[src/rtl/alu_seq_pkg.sv]
// alu_seq_pkg
//   Shared definitions for the sequential ALU: op-code values, the top-level
//   FSM state encoding, the iterative-unit operation kind and the flag bundle
//   that travels with every registered result.
//   Optional feature macro: ALU_SEQ_MUL_EN (enables op 10, iterative MUL).
package alu_seq_pkg;

    localparam logic [3:0] OP_ADD  = 4'd0;
    localparam logic [3:0] OP_SUB  = 4'd1;
    localparam logic [3:0] OP_AND  = 4'd2;
    localparam logic [3:0] OP_OR   = 4'd3;
    localparam logic [3:0] OP_PASS = 4'd4;
    localparam logic [3:0] OP_RAND = 4'd5;
    localparam logic [3:0] OP_ROR  = 4'd6;
    localparam logic [3:0] OP_SHL  = 4'd7;
    localparam logic [3:0] OP_XOR  = 4'd8;
    localparam logic [3:0] OP_SHR  = 4'd9;
    localparam logic [3:0] OP_MUL  = 4'd10;

    typedef enum logic [1:0] {
        IDLE  = 2'd0,
        SHIFT = 2'd1,
        MUL   = 2'd2,
        DONE  = 2'd3
    } state_e;

    // What the iterative unit does on each step.
    typedef enum logic [1:0] {
        IT_SHL = 2'd0,
        IT_SHR = 2'd1,
        IT_MUL = 2'd2
    } iter_kind_e;

    typedef struct packed {
        logic carry;
        logic zero;
        logic negative;
    } flags_t;

endpackage

[src/rtl/alu_seq_iter.sv]
// alu_iter_unit
//   Multi-cycle datapath of the sequential ALU: one-bit-per-step logical
//   shifts and (when ALU_SEQ_MUL_EN is defined) an unsigned shift-add
//   multiplier. The top FSM loads it with start_i and the number of steps;
//   the unit then steps once per cycle until its counter reaches zero.
//   last_o flags the cycle in which the final step is taken, and res_o/ovf_o
//   show the value that step produces, so the top can register the result
//   on the same edge the unit finishes.
//
//   Ports
//     clk, reset_n   clock, asynchronous active-low reset
//     start_i        load operands, kind and step count
//     kind_i         IT_SHL / IT_SHR / IT_MUL
//     lo_i           value to shift, or the multiplier for MUL
//     mcand_i        multiplicand (only with ALU_SEQ_MUL_EN)
//     cnt_i          number of steps to perform (must be non-zero)
//     last_o         the step taken this cycle is the final one
//     res_o          low WIDTH bits after this cycle's step
//     ovf_o          MUL only: high half of the product is non-zero
module alu_iter_unit
    import alu_seq_pkg::*;
#(
    parameter int WIDTH = 8,
    parameter int SHW   = $clog2(WIDTH) + 1
) (
    input  logic             clk,
    input  logic             reset_n,
    input  logic             start_i,
    input  iter_kind_e       kind_i,
    input  logic [WIDTH-1:0] lo_i,
`ifdef ALU_SEQ_MUL_EN
    input  logic [WIDTH-1:0] mcand_i,
`endif
    input  logic [SHW-1:0]   cnt_i,
    output logic             last_o,
    output logic [WIDTH-1:0] res_o,
    output logic             ovf_o
);

    iter_kind_e       kind_q;
    logic [WIDTH-1:0] lo_q, lo_d;
    logic [SHW-1:0]   cnt_q;

`ifdef ALU_SEQ_MUL_EN
    logic [WIDTH-1:0] hi_q, hi_d, mcand_q;
    logic [WIDTH:0]   sum;
`endif

    always_comb begin
        lo_d = lo_q;
`ifdef ALU_SEQ_MUL_EN
        hi_d = hi_q;
        // Add the multiplicand into the high half when the current
        // multiplier bit (lo_q[0]) is set; the carry out joins the shift.
        sum  = {1'b0, hi_q} + (lo_q[0] ? {1'b0, mcand_q} : '0);
`endif
        case (kind_q)
            IT_SHL: lo_d = lo_q << 1;
            IT_SHR: lo_d = lo_q >> 1;
`ifdef ALU_SEQ_MUL_EN
            // {hi,lo} shifts right as one register; the consumed multiplier
            // bit falls off the bottom, product bits fill from the top.
            IT_MUL: {hi_d, lo_d} = {sum, lo_q[WIDTH-1:1]};
`endif
            default: ;
        endcase
    end

    assign last_o = (cnt_q == SHW'(1));
    assign res_o  = lo_d;
`ifdef ALU_SEQ_MUL_EN
    assign ovf_o  = (kind_q == IT_MUL) & (|hi_d);
`else
    assign ovf_o  = 1'b0;
`endif

    always_ff @(posedge clk or negedge reset_n) begin
        if (!reset_n) begin
            kind_q  <= IT_SHL;
            lo_q    <= '0;
            cnt_q   <= '0;
`ifdef ALU_SEQ_MUL_EN
            hi_q    <= '0;
            mcand_q <= '0;
`endif
        end else if (start_i) begin
            kind_q  <= kind_i;
            lo_q    <= lo_i;
            cnt_q   <= cnt_i;
`ifdef ALU_SEQ_MUL_EN
            hi_q    <= '0;
            mcand_q <= mcand_i;
`endif
        end else if (cnt_q != '0) begin
            lo_q    <= lo_d;
            cnt_q   <= cnt_q - SHW'(1);
`ifdef ALU_SEQ_MUL_EN
            hi_q    <= hi_d;
`endif
        end
    end

endmodule

[src/rtl/alu_seq.sv]
// alu_seq
//   Handshaked sequential ALU. One operation is accepted per in_valid/in_ready
//   transfer; simple ops finish in one cycle, SHL/SHR take one cycle per bit
//   shifted (count capped at WIDTH) and, with ALU_SEQ_MUL_EN defined, MUL
//   takes WIDTH cycles of shift-add. The result and flags are registered and
//   held on the out_valid/out_ready channel until taken. In DONE a new op can
//   be accepted in the same cycle the result is consumed.
//   Optional feature macro: ALU_SEQ_MUL_EN (undefined: op 10 yields y=0).
//
//   Ports
//     clk, reset_n        clock, asynchronous active-low reset
//     in_valid/in_ready   operation channel (a, b, op sampled on transfer)
//     a, b, op            operands and op code; b is the shift count
//     out_valid/out_ready result channel
//     y                   registered result
//     carry, zero, negative  flags registered with y
//     busy                iterative operation in progress
module alu_seq
    import alu_seq_pkg::*;
#(
    parameter int WIDTH = 8,
    parameter int SHW   = $clog2(WIDTH) + 1
) (
    input  logic             clk,
    input  logic             reset_n,
    input  logic             in_valid,
    output logic             in_ready,
    input  logic [WIDTH-1:0] a,
    input  logic [WIDTH-1:0] b,
    input  logic [3:0]       op,
    output logic             out_valid,
    input  logic             out_ready,
    output logic [WIDTH-1:0] y,
    output logic             carry,
    output logic             zero,
    output logic             negative,
    output logic             busy
);

    state_e           state_q;
    logic [WIDTH-1:0] y_q;
    flags_t           flags_q;

    logic             accept;
    logic             is_shift;
    logic             is_mul;
    logic             iter_start;
    logic [SHW-1:0]   shcnt;
    logic [SHW-1:0]   iter_cnt;
    iter_kind_e       iter_kind;
    logic [WIDTH-1:0] iter_lo;
    logic             iter_last;
    logic [WIDTH-1:0] iter_res;
    logic             iter_ovf;
    logic [WIDTH-1:0] simp_y;
    logic             simp_c;

    function automatic flags_t mk_flags(input logic c, input logic [WIDTH-1:0] r);
        flags_t f;
        f.carry    = c;
        f.zero     = (r == '0);
        f.negative = r[WIDTH-1];
        return f;
    endfunction

    // in_ready is held low while reset is asserted so nothing looks
    // acceptable before the block is actually running.
    assign in_ready  = (state_q == IDLE) ? reset_n
                     : ((state_q == DONE) & out_ready);
    assign accept    = in_valid & in_ready;
    assign out_valid = (state_q == DONE);
    assign busy      = (state_q == SHIFT) | (state_q == MUL);
    assign y         = y_q;
    assign carry     = flags_q.carry;
    assign zero      = flags_q.zero;
    assign negative  = flags_q.negative;

    assign is_shift  = (op == OP_SHL) | (op == OP_SHR);
`ifdef ALU_SEQ_MUL_EN
    assign is_mul    = (op == OP_MUL);
`else
    assign is_mul    = 1'b0;
`endif

    // Shifting by WIDTH or more clears the value; capping keeps the counter
    // small and makes those shifts take exactly WIDTH steps.
    assign shcnt      = (b >= WIDTH'(WIDTH)) ? SHW'(WIDTH) : b[SHW-1:0];
    // A zero-length shift is handled as a single-cycle pass of a.
    assign iter_start = accept & (is_mul | (is_shift & (shcnt != '0)));
    assign iter_kind  = is_mul ? IT_MUL : ((op == OP_SHL) ? IT_SHL : IT_SHR);
    assign iter_cnt   = is_mul ? SHW'(WIDTH) : shcnt;
    assign iter_lo    = is_mul ? b : a;

    alu_iter_unit #(
        .WIDTH (WIDTH),
        .SHW   (SHW)
    ) u_iter (
        .clk     (clk),
        .reset_n (reset_n),
        .start_i (iter_start),
        .kind_i  (iter_kind),
        .lo_i    (iter_lo),
`ifdef ALU_SEQ_MUL_EN
        .mcand_i (a),
`endif
        .cnt_i   (iter_cnt),
        .last_o  (iter_last),
        .res_o   (iter_res),
        .ovf_o   (iter_ovf)
    );

    // Single-cycle results. SUB's extra top bit is the borrow (a < b).
    always_comb begin
        simp_y = '0;
        simp_c = 1'b0;
        case (op)
            OP_ADD:  {simp_c, simp_y} = {1'b0, a} + {1'b0, b};
            OP_SUB:  {simp_c, simp_y} = {1'b0, a} - {1'b0, b};
            OP_AND:  simp_y = a & b;
            OP_OR:   simp_y = a | b;
            OP_PASS: simp_y = b;
            OP_RAND: simp_y = WIDTH'(&b);
            OP_ROR:  simp_y = WIDTH'(|b);
            OP_XOR:  simp_y = a ^ b;
            OP_SHL,
            OP_SHR:  simp_y = a;
            default: ;
        endcase
    end

    always_ff @(posedge clk or negedge reset_n) begin
        if (!reset_n) begin
            state_q <= IDLE;
            y_q     <= '0;
            flags_q <= '0;
        end else begin
            case (state_q)
                IDLE, DONE: begin
                    if (accept) begin
                        if (iter_start) begin
                            state_q <= is_mul ? MUL : SHIFT;
                        end else begin
                            y_q     <= simp_y;
                            flags_q <= mk_flags(simp_c, simp_y);
                            state_q <= DONE;
                        end
                    end else if ((state_q == DONE) && out_ready) begin
                        state_q <= IDLE;
                    end
                end
                SHIFT, MUL: begin
                    if (iter_last) begin
                        y_q     <= iter_res;
                        flags_q <= mk_flags(iter_ovf, iter_res);
                        state_q <= DONE;
                    end
                end
                default: state_q <= IDLE;
            endcase
        end
    end

endmodule

[config.mk]
export PLATFORM = sky130hd
export DESIGN_NAME = alu_seq
export DESIGN_NICKNAME = d
export VERILOG_FILES = /design/src/rtl/alu_seq_pkg.sv /design/src/rtl/alu_seq_iter.sv /design/src/rtl/alu_seq.sv
export SDC_FILE = /design/constraint.sdc
export NUM_CORES = 1
export LEC_CHECK = 0
export ABC_AREA = 1
export CORE_AREA = 2 2 105 56
export CTS_CLUSTER_SIZE = 8
export DETAILED_ROUTE_END_ITERATION = 12
export DIE_AREA = 0 0 107 58
export HOLD_SLACK_MARGIN = 0.08
export PLACE_DENSITY_LB_ADDON = 0.2
export SLEW_MARGIN = 5
export SYNTH_ARGS = -nofsm -noshare
export SYNTH_HDL_FRONTEND = slang
export SYNTH_SLANG_ARGS = --single-unit
[constraint.sdc]
create_clock -name clk -period 2.1 [get_ports clk]
set_input_delay 0.42 -clock clk [delete_from_list [all_inputs] [get_ports clk]]
set_output_delay 0.42 -clock clk [all_outputs]
set_load 0.01 [all_outputs]
### Yosys cells after proc, flatten, opt, wreduce, memory -nomap -nowiden

Cells that the tools add are included.

| word-level totals | value |
|---|---|
| register bits | 27 |
| input bits | 24 |
| output and inout port bits | 14 |
| word-level logic and storage cells | 78 |

| operators by class | value |
|---|---|
| add/subtract/negate cells | 3 |
| order comparisons | 1 |
| equal/unequal tests | 18 |
| muxes and demuxes | 23 |
| bitwise logic cells | 9 |
| reduce and logical (&&, ||, !) cells | 16 |

Operators with widths:

| cell | number |
|---|---|
| $pmux W8 S9 | 1 |
| $mux W8 | 5 |
| $pmux W8 S2 | 2 |
| $eq A4 B3 Y1 const B | 4 |
| $logic_not A8 Y1 | 2 |
| $mux W4 | 3 |
| $add A8 B8 Y9 | 1 |
| $mux W3 | 3 |
| $sub A8 B8 Y9 | 1 |
| $and A8 B8 Y8 | 1 |
| $eq A4 B1 Y1 const B | 2 |
| $eq A4 B2 Y1 const B | 2 |
| $eq A4 B4 Y1 const B | 2 |
| $ge A8 B4 Y1 const B | 1 |
| $mux W2 | 4 |
| $or A8 B8 Y8 | 1 |
| $reduce_and A8 Y1 | 1 |
| $reduce_bool A4 Y1 | 2 |
| $reduce_or A8 Y1 | 1 |
| $xor A8 B8 Y8 | 1 |
| $ne A2 B2 Y1 const B | 3 |
| $pmux W3 S2 | 1 |
| $reduce_or A2 Y1 | 3 |
| $and A1 B1 Y1 | 4 |
| other kinds (14) | 19 |

### Logic depth before layout (Yosys ltp)

Gate-level depths: netlist of the first run.

| logic depth | value |
|---|---|
| depth after elaboration | 8 |
| gate-level depth with buffers | 15 |
| gate-level depth less buffers | 14 |

### Modules after synthesis

Synthesis of the first run repeated with hierarchy kept, for this count alone.

| second synthesis, totals | value |
|---|---|
| cells, all modules | 514 |
| area total of the unflattened synthesis | 3091.7 µm² |

By module, submodules not included:

| module | times used | cells an instance | area each (µm²) | seq. area each (µm²) |
|---|---|---|---|---|
| alu_seq | 1 | 380 | 2133.3 | 300.3 |
| alu_iter_unit | 1 | 134 | 958.4 | 350.3 |

### Least setup slack after synthesis of the first run

No wires, ideal clock.

| path | value |
|---|---|
| path type | input to register |
| from | input port a[0] |
| to | register flags_q (netlist bit zero) |
| setup time | 0.077 ns |
| arrival | 1.837 ns |
| setup slack | 0.185 ns |
| stages | 13 |
| path buffers | 0 |
| path through | ha_1 > fa_1 > inv_1 > nand2_1 > nand2_1 > nor2_1 > nor2_1 > nand2_1 > nor2_1 > nand3_1 > nor2_1 > nand4_1 > a21oi_1 |

| on the way | value |
|---|---|
| longest elaborated chain between the ends | 6 |

RTL lines:

| item | RTL line | source |
|---|---|---|
| start: declaration | alu_seq.sv:28 | `input logic [WIDTH-1:0] a,` |
| $sub A8 B8 Y9, or another cell as far along | alu_seq.sv:118 | `OP_SUB: {simp_c, simp_y} = {1'b0, a} - {1'b0, b};` |
| $pmux W8 S9 * | alu_seq.sv:116 | `case (op)` |
| $logic_not A8 Y1 * | alu_seq.sv:61 | `f.zero = (r == '0);` |
| $mux W3 * | alu_seq.sv:140 | `if (iter_start) begin` |
| $mux W3 * | alu_seq.sv:139 | `if (accept) begin` |
| $pmux W3 S2 * | alu_seq.sv:137 | `case (state_q)` |
| end signal: assignment | alu_seq.sv:144 | `flags_q <= mk_flags(simp_c, simp_y);` |
| end signal: assignment | alu_seq.sv:154 | `flags_q <= mk_flags(iter_ovf, iter_res);` |
| end: declaration | alu_seq.sv:42 | `flags_t flags_q;` |

Mark *: on every way between the ends. The rest lies on a longest branch, timed or not. The select of a mux whose other input is x is not followed.
A chain may end at the register's enable or synchronous reset.

### Worst setup path after layout of the first run

| path | value |
|---|---|
| from | input port a[1] |
| to | register flags_q (netlist bit zero) |

Same word-level chain as after synthesis.

==> results of run 1 <==
[layer usage]
layer / track usage (%) / wire (um)
met1: 58.68 / 5221
met2: 51.05 / 4576
met3: 6.862 / 1591
met4: 4.453 / 172
met5: 0 / 0
[area by class of cell]
class                   count  area, sq um
inverters                  83        321.6
fillers                   334        937.1
clock inverters             1        5.005
flip-flops and latches     25        625.6
repair buffers            127         1095
clock buffers               3        41.29
multi-input cells         353         2185
well taps                  73        91.34
[cells by family (layout without fill, tap and decap cells)]
kind of cell             count (synthesis)  count (layout)  synth area share, %
AO/OA/AOI/OAI                           66              66                13.26
XOR/XNOR                                 2               2               0.5951
adder cells (fa/ha/maj)                 31              31                13.68
buffers and inverters                   95             214                12.96
flip-flops                              25              25                21.25
AND/OR/NAND/NOR                        254             254                38.25
[metrics by stage]
step	hold slack (ps)	setup TNS, ps
after global placement	472.7	-6413
final	498.2	0
after global routing	528.8	-76.29
after CTS	502.6	-47.94
after floorplan	124.4	0
after detailed placement	481.0	-7574
[cell usage after synthesis, drive strengths merged (9+ instances only)]
| master | number |
|---|---|
| nor2 | 50 |
| buf | 9 |
| nand2 | 130 |
| inv | 82 |
| o21ai | 32 |
| ha | 29 |
| nand3 | 60 |
| nand4 | 10 |
| a21oi | 22 |
| dfrtp | 25 |
[layout by cell type, fill, tap and decap left out, types with 3 or more instances in the layout]
cell,synthesis,layout
nand2_1,125,111
buf_4,2,86
inv_1,76,56
nand3_1,60,50
nor2_1,47,34
dfrtp_1,25,25
inv_2,5,22
o21ai_0,21,19
ha_1,29,19
a21oi_1,21,18
clkdlybuf4s50_1,0,18
dlymetal6s2s_1,0,15
nand2_2,1,12
nor2_2,0,12
o21ai_1,9,11
nand4_1,10,10
nand3_2,0,10
nand2_4,4,6
ha_4,0,6
a21oi_2,1,4
inv_4,1,4
ha_2,0,4
nor2_4,2,3
o211ai_1,3,3
o221a_1,3,3
clkbuf_8,0,3
buf_6,1,3
[worst min-delay path, cell delays in order (launching register included)]
cell and delay [ps]:
dfrtp_1 350, nand2_1 50, o21ai_1 60
[state kept, by name, summed over array words and instances (netlist names)]
| name | count |
|---|---|
| carry | 1 |
| zero | 1 |
| u_iter.cnt_q | 4 |
| u_iter.lo_q | 8 |
| state_q | 2 |
| u_iter.kind_q | 1 |
| y | 8 |
[power by group]
part	total, mW	internal, mW	switching [mW]
Sequential	0.902	0.733	0.170
Clock	0.295	0.133	0.162
Combinational	2.82	1.19	1.63
[path summary, 6_finish.rpt]
path	from	end	slack, ps	depth (start not counted)
max	a[1]	zero	90	14
min	y[6]	y[6]	500	2
max reg2reg	u_iter.kind_q[0]	zero	150	6
min reg2reg	y[6]	y[6]	500	2
max in group asynchronous	reset_n	u_iter.lo_q[3]	1250	2
min in group asynchronous	reset_n	state_q[1]	600	2
[what timing repair did]
action,CTS,global route
gates resized for setup,30,84
pin swaps,2,36
setup buffers,0,10
cloned,0,0
setup endpoints to repair,11,22
==> results.sh, run 1 <==
export IMPL_worst_pin_slew_ps=698.8
export IMPL_cp_top_family="simple AND/OR/NAND/NOR gates"
export IMPL_fin_nets=648
export IMPL_max_stage_delay_ps=390
export IMPL_grt_pass1_wl_um=17150
export IMPL_cap_violations=0
export IMPL_dieArea_sq_mm=0.006206
export IMPL_vias=3801
export IMPL_dp_cells=651
export IMPL_yosysWarnings=0
export IMPL_endpoint_kind="flop"
export IMPL_slew_viol_final=0
export IMPL_synth_area_sq_mm=0.002944
export IMPL_skew_ps=3.261
export IMPL_clock_path_buffers=2
export IMPL_cts_tree="done"
export IMPL_clk_latency_ps=270
export IMPL_final_area_sq_mm=0.004364
export IMPL_final_cells=665
export IMPL_io_pins=38
export IMPL_hold_viol_final=0
export IMPL_synthFlopType="dfrtp_1"
export IMPL_first_pass_iters=6
export IMPL_ys_ff_latch=25
export IMPL_yosys_top_cells_area="dfrtp_1 (21%), nand2_1 (16%), ha_1 (12%)"
export IMPL_layout_setup_ws_ps=91.73
export IMPL_cp_cell_sequence="dlygate4sd2_1, buf_4, fa_2, inv_1, nand2_1, nand2_1, nor2_1, nor2_1, nand2_1, nor2_2, nand3_1, nor2_1, nand4_1, a21oi_1"
export IMPL_chipHeight_um=58
export IMPL_pre_cts_slack_ps=-534.8
export IMPL_path_max_fanout=5
export IMPL_synth_largest_area_cell="dfrtp_1"
export IMPL_clock_fmax_mhz=497.9
export IMPL_place_hpwl_um=8730
export IMPL_synth_edf_count=0
export IMPL_arrival_ps=2210
export IMPL_cp_start_kind="primary input"
export IMPL_cts_root_buffer="clkbuf_8"
export IMPL_routed_via_density=5.716
export IMPL_run_status="finished, final reports clean"
export IMPL_finalCritPeriodShare_pct=95.63
export IMPL_powerDensity_mw_per_mm2=921.1
export IMPL_vdd_drop_max_mv=1.166
export IMPL_syn2layout_area_growth_pct=48.24
export IMPL_critical_path_class="primary input to flop"
export IMPL_antenna_found_initial=0
export IMPL_slowest_stage="fa_2"
export IMPL_period_needed_ps=2008
export IMPL_power_mw=4.020
export IMPL_placed_cell_area_sq_mm=0.003951
export IMPL_synth_seq_area_share_pct=21.25
export IMPL_avgSynthCellArea_sq_um=6.224
export IMPL_hold_buffers=0
export IMPL_drive_above_1_share_pct=31.25
export IMPL_grt_max_degree=26
export IMPL_synthesis_nets=528
export IMPL_clk_pin_slew_ps=90
export IMPL_first_global_vias=3355
export IMPL_synth_distinct_cells=37
export IMPL_port_buffers=37
export IMPL_hold_path_class="flop to flop"
export IMPL_gp_congestion=0.9754
export IMPL_insertedDiodeCount=0
export IMPL_core_sq_mm=0.005301
export IMPL_grt_overflow=0
export IMPL_cp_required_ps=2300
export IMPL_setup_violations=0
export IMPL_postSynthCellCount=473
export IMPL_die_w_um=107
export IMPL_wirelength_um=11560
export IMPL_ys_async_sr_fraction_pct=100.0
export IMPL_cts_buffers=3
export IMPL_p_leak_nw=2.436
export IMPL_fin_util_pct=82.32
export IMPL_yosysTopAreaCellShare_pct=21.25
export IMPL_ctsHtreeMaxLevel=1
export IMPL_start_util_pct=55.53
export IMPL_grt_total_usage_pct=36.36
export IMPL_initialDrtViolationCount=497
export IMPL_post_route_drc_count=0
export IMPL_row_count=19
export IMPL_antenna_left=0
export IMPL_drt_wirelength_per_cell_um=17.38
export IMPL_cts_sinks=25
export IMPL_cp_buffers_inverters=3
export IMPL_relSlewSlack_pct=52.92
No activity file was read; power rests on OpenSTA's default activity.
==> run 2, diff against run 1 <==
--- a/config.mk
+++ b/config.mk
@@ -6,10 +6,10 @@
 export NUM_CORES = 1
 export LEC_CHECK = 0
 export ABC_AREA = 1
-export CORE_AREA = 2 2 105 56
+export CORE_AREA = 2 2 133 70
 export CTS_CLUSTER_SIZE = 8
 export DETAILED_ROUTE_END_ITERATION = 12
-export DIE_AREA = 0 0 107 58
+export DIE_AREA = 0 0 135 72
 export HOLD_SLACK_MARGIN = 0.08
 export PLACE_DENSITY_LB_ADDON = 0.2
 export SLEW_MARGIN = 5
==> run 2 against run 1 <==
Effect of this change: clock power up 52%; total power down 1.7%; flip-flop and latch count unchanged; non-clock buffer count up 5; die area up 57%; critical path depth down 11; maximum frequency down 0.56%; largest cell class unchanged.
==> results.sh, run 2 (same netlist as run 1, synthesis figures left out) <==
export IMPL_final_cells=714
export IMPL_initialDrtViolationCount=264
export IMPL_vias=3444
export IMPL_path_max_fanout=5
export IMPL_clk_latency_ps=270
export IMPL_place_hpwl_um=7989
export IMPL_skew_ps=7.167
export IMPL_grt_max_degree=26
export IMPL_grt_total_usage_pct=20.72
export IMPL_arrival_ps=1600
export IMPL_routed_via_density=4.824
export IMPL_p_leak_nw=2.423
export IMPL_first_global_vias=3159
export IMPL_cap_violations=0
export IMPL_setup_tns_ps=0
export IMPL_r2r_slack_ps=340
export IMPL_reg2reg_to="y[2]"
export IMPL_cp_required_ps=1680
export IMPL_power_switching_mw=1.760
export IMPL_first_pass_iters=5
export IMPL_critical_path_class="flop to output port"
export IMPL_cts_root_buffer="clkbuf_16"
export IMPL_cts_sinks=25
export IMPL_clock_fmax_mhz=495.2
export IMPL_placed_cell_area_sq_mm=0.004096
export IMPL_row_count=24
export IMPL_post_route_drc_count=0
export IMPL_worst_pin_slew_ps=459.4
export IMPL_pwr_share_comb_pct=66.1
export IMPL_slew_viol_final=0
export IMPL_port_buffers=37
export IMPL_swShare_pct=44.54
export IMPL_pwr_share_seq_pct=22.5
export IMPL_hold_buffers=0
export IMPL_num_fill_cells=892
export IMPL_drt_wirelength_per_cell_um=13.86
export IMPL_grt_pass1_wl_um=16050
export IMPL_powerDensity_mw_per_mm2=895.6
export IMPL_dp_cells=707
export IMPL_syn2layout_area_growth_pct=49.89
export IMPL_hold_path_class="flop to flop"
export IMPL_drive_above_1_share_pct=28.81
export IMPL_hold_viol_final=0
export IMPL_insertedDiodeCount=0
export IMPL_die_w_um=135
export IMPL_clockPowerShare_pct=11.3
export IMPL_gp_congestion=0.9575
export IMPL_relSlewSlack_pct=69.05
export IMPL_dieArea_sq_mm=0.009720
export IMPL_clock_path_buffers=2
export IMPL_vdd_drop_max_mv=0.5724
export IMPL_r2r_start="state_q[0]"
export IMPL_wirelength_um=9898
export IMPL_fin_nets=653
export IMPL_hold_start="carry"
export IMPL_cts_tree="done"
export IMPL_run_status="finished, final reports clean"
export IMPL_grt_setup_unrepaired="false"
export IMPL_start_util_pct=34.52
export IMPL_finalCritPeriodShare_pct=96.17
export IMPL_ctsHtreeMaxLevel=1
export IMPL_cts_buffers=3
export IMPL_layout_common_cells="nand2_1 (121), buf_4 (92), inv_1 (59)"
export IMPL_grt_overflow=0
export IMPL_power_internal_mw=2.192
export IMPL_hold_end="carry"
export IMPL_worstHoldPathCells=2
export IMPL_chipHeight_um=72
export IMPL_antenna_left=0
export IMPL_ff2ff_path_depth=13
export IMPL_clk_pin_slew_ps=70
export IMPL_layout_commonest_cell="nand2_1"
export IMPL_register_area_sq_um=625.6
export IMPL_setup_violations=0
export IMPL_final_area_sq_mm=0.004413
export IMPL_period_needed_ps=2020
export IMPL_endpoint_kind="output port"
export IMPL_io_pins=38
export IMPL_multi_input_area_sq_mm=0.002137
export IMPL_antenna_found_initial=0
export IMPL_cp_start_kind="flop"
export IMPL_core_sq_mm=0.008528
## run 2: cell count changes in the layout (fill, tap and decap cells not counted), moves of 4 or more
cell | previous run | this run
buf_4 | 86 | 92
dlygate4sd2_1 | 2 | 6
dlymetal6s2s_1 | 15 | 10
nand2_1 | 111 | 121
nand2_2 | 12 | 5
nand3_1 | 50 | 54
nand3_2 | 10 | 6
nor2_1 | 34 | 38
nor2_2 | 12 | 7
## run 2: worst max path at each step
stage                      end  slack, ps       start  depth (start not counted)
after floorplan           zero        190        a[0]                         13
after global placement    zero       -650        a[5]                         13
after detailed placement  zero       -580        a[5]                         13
after CTS                 zero         -1        a[4]                         14
after global routing      busy          3  state_q[1]                          3
final                     busy         80  state_q[1]                          3
## run 2: layer usage
layer  global-route usage [%]  wire, um  up-vias
met5                        0         0        -
met2                    32.49      4386       97
met1                    31.62      4875     1575
met3                    1.118       553        7
li1                         -         -     1765
met4                    4.398        83        0
## run 2: area by class of cell
type	count	share of cell area, %
multi-input cells	353	48.43
repair buffers	132	25.06
flip-flops and latches	25	14.18
inverters	83	7.117
well taps	117	3.317
clock buffers	3	1.701
clock inverters	1	0.1985
## run 2: critical path: stages (launching register included)
cell	delay (ps)
dfrtp_1	350
inv_1	60
ha_2	380
clkdlybuf4s50_1	550
## run 2: through the flow
| stage | utilization [%] | worst slack, ps | hold slack (ps) | power [mW] |
|---|---|---|---|---|
| after floorplan | - | 185.2 | 124.4 | 2.456 |
| after global placement | 48.03 | -646.0 | 472.5 | 3.433 |
| after detailed placement | 48.03 | -584.8 | 472.7 | 3.440 |
| after CTS | 50.59 | -1.380 | 491.3 | 3.940 |
| after global routing | 51.75 | 2.550 | 518.9 | 4.324 |
| final | 51.75 | 80.43 | 486.1 | 3.952 |
## run 2: what timing repair did
item | in CTS | in global routing
endpoints found under the setup margin | 10 | 18
pin swaps | 12 | 12
buffers inserted | 2 | 1
endpoints found under the hold margin | 0 | 0
gates resized for setup | 48 | 44
## run 2: power by group through the flow
stage	Clock, mW	Combinational, mW	Sequential (mW)
CTS	0.455	2.59	0.891
global route	0.481	2.92	0.923
detailed placement	0	2.54	0.896
floorplan	0	1.57	0.889
global placement	0	2.54	0.897
finish	0.448	2.61	0.890
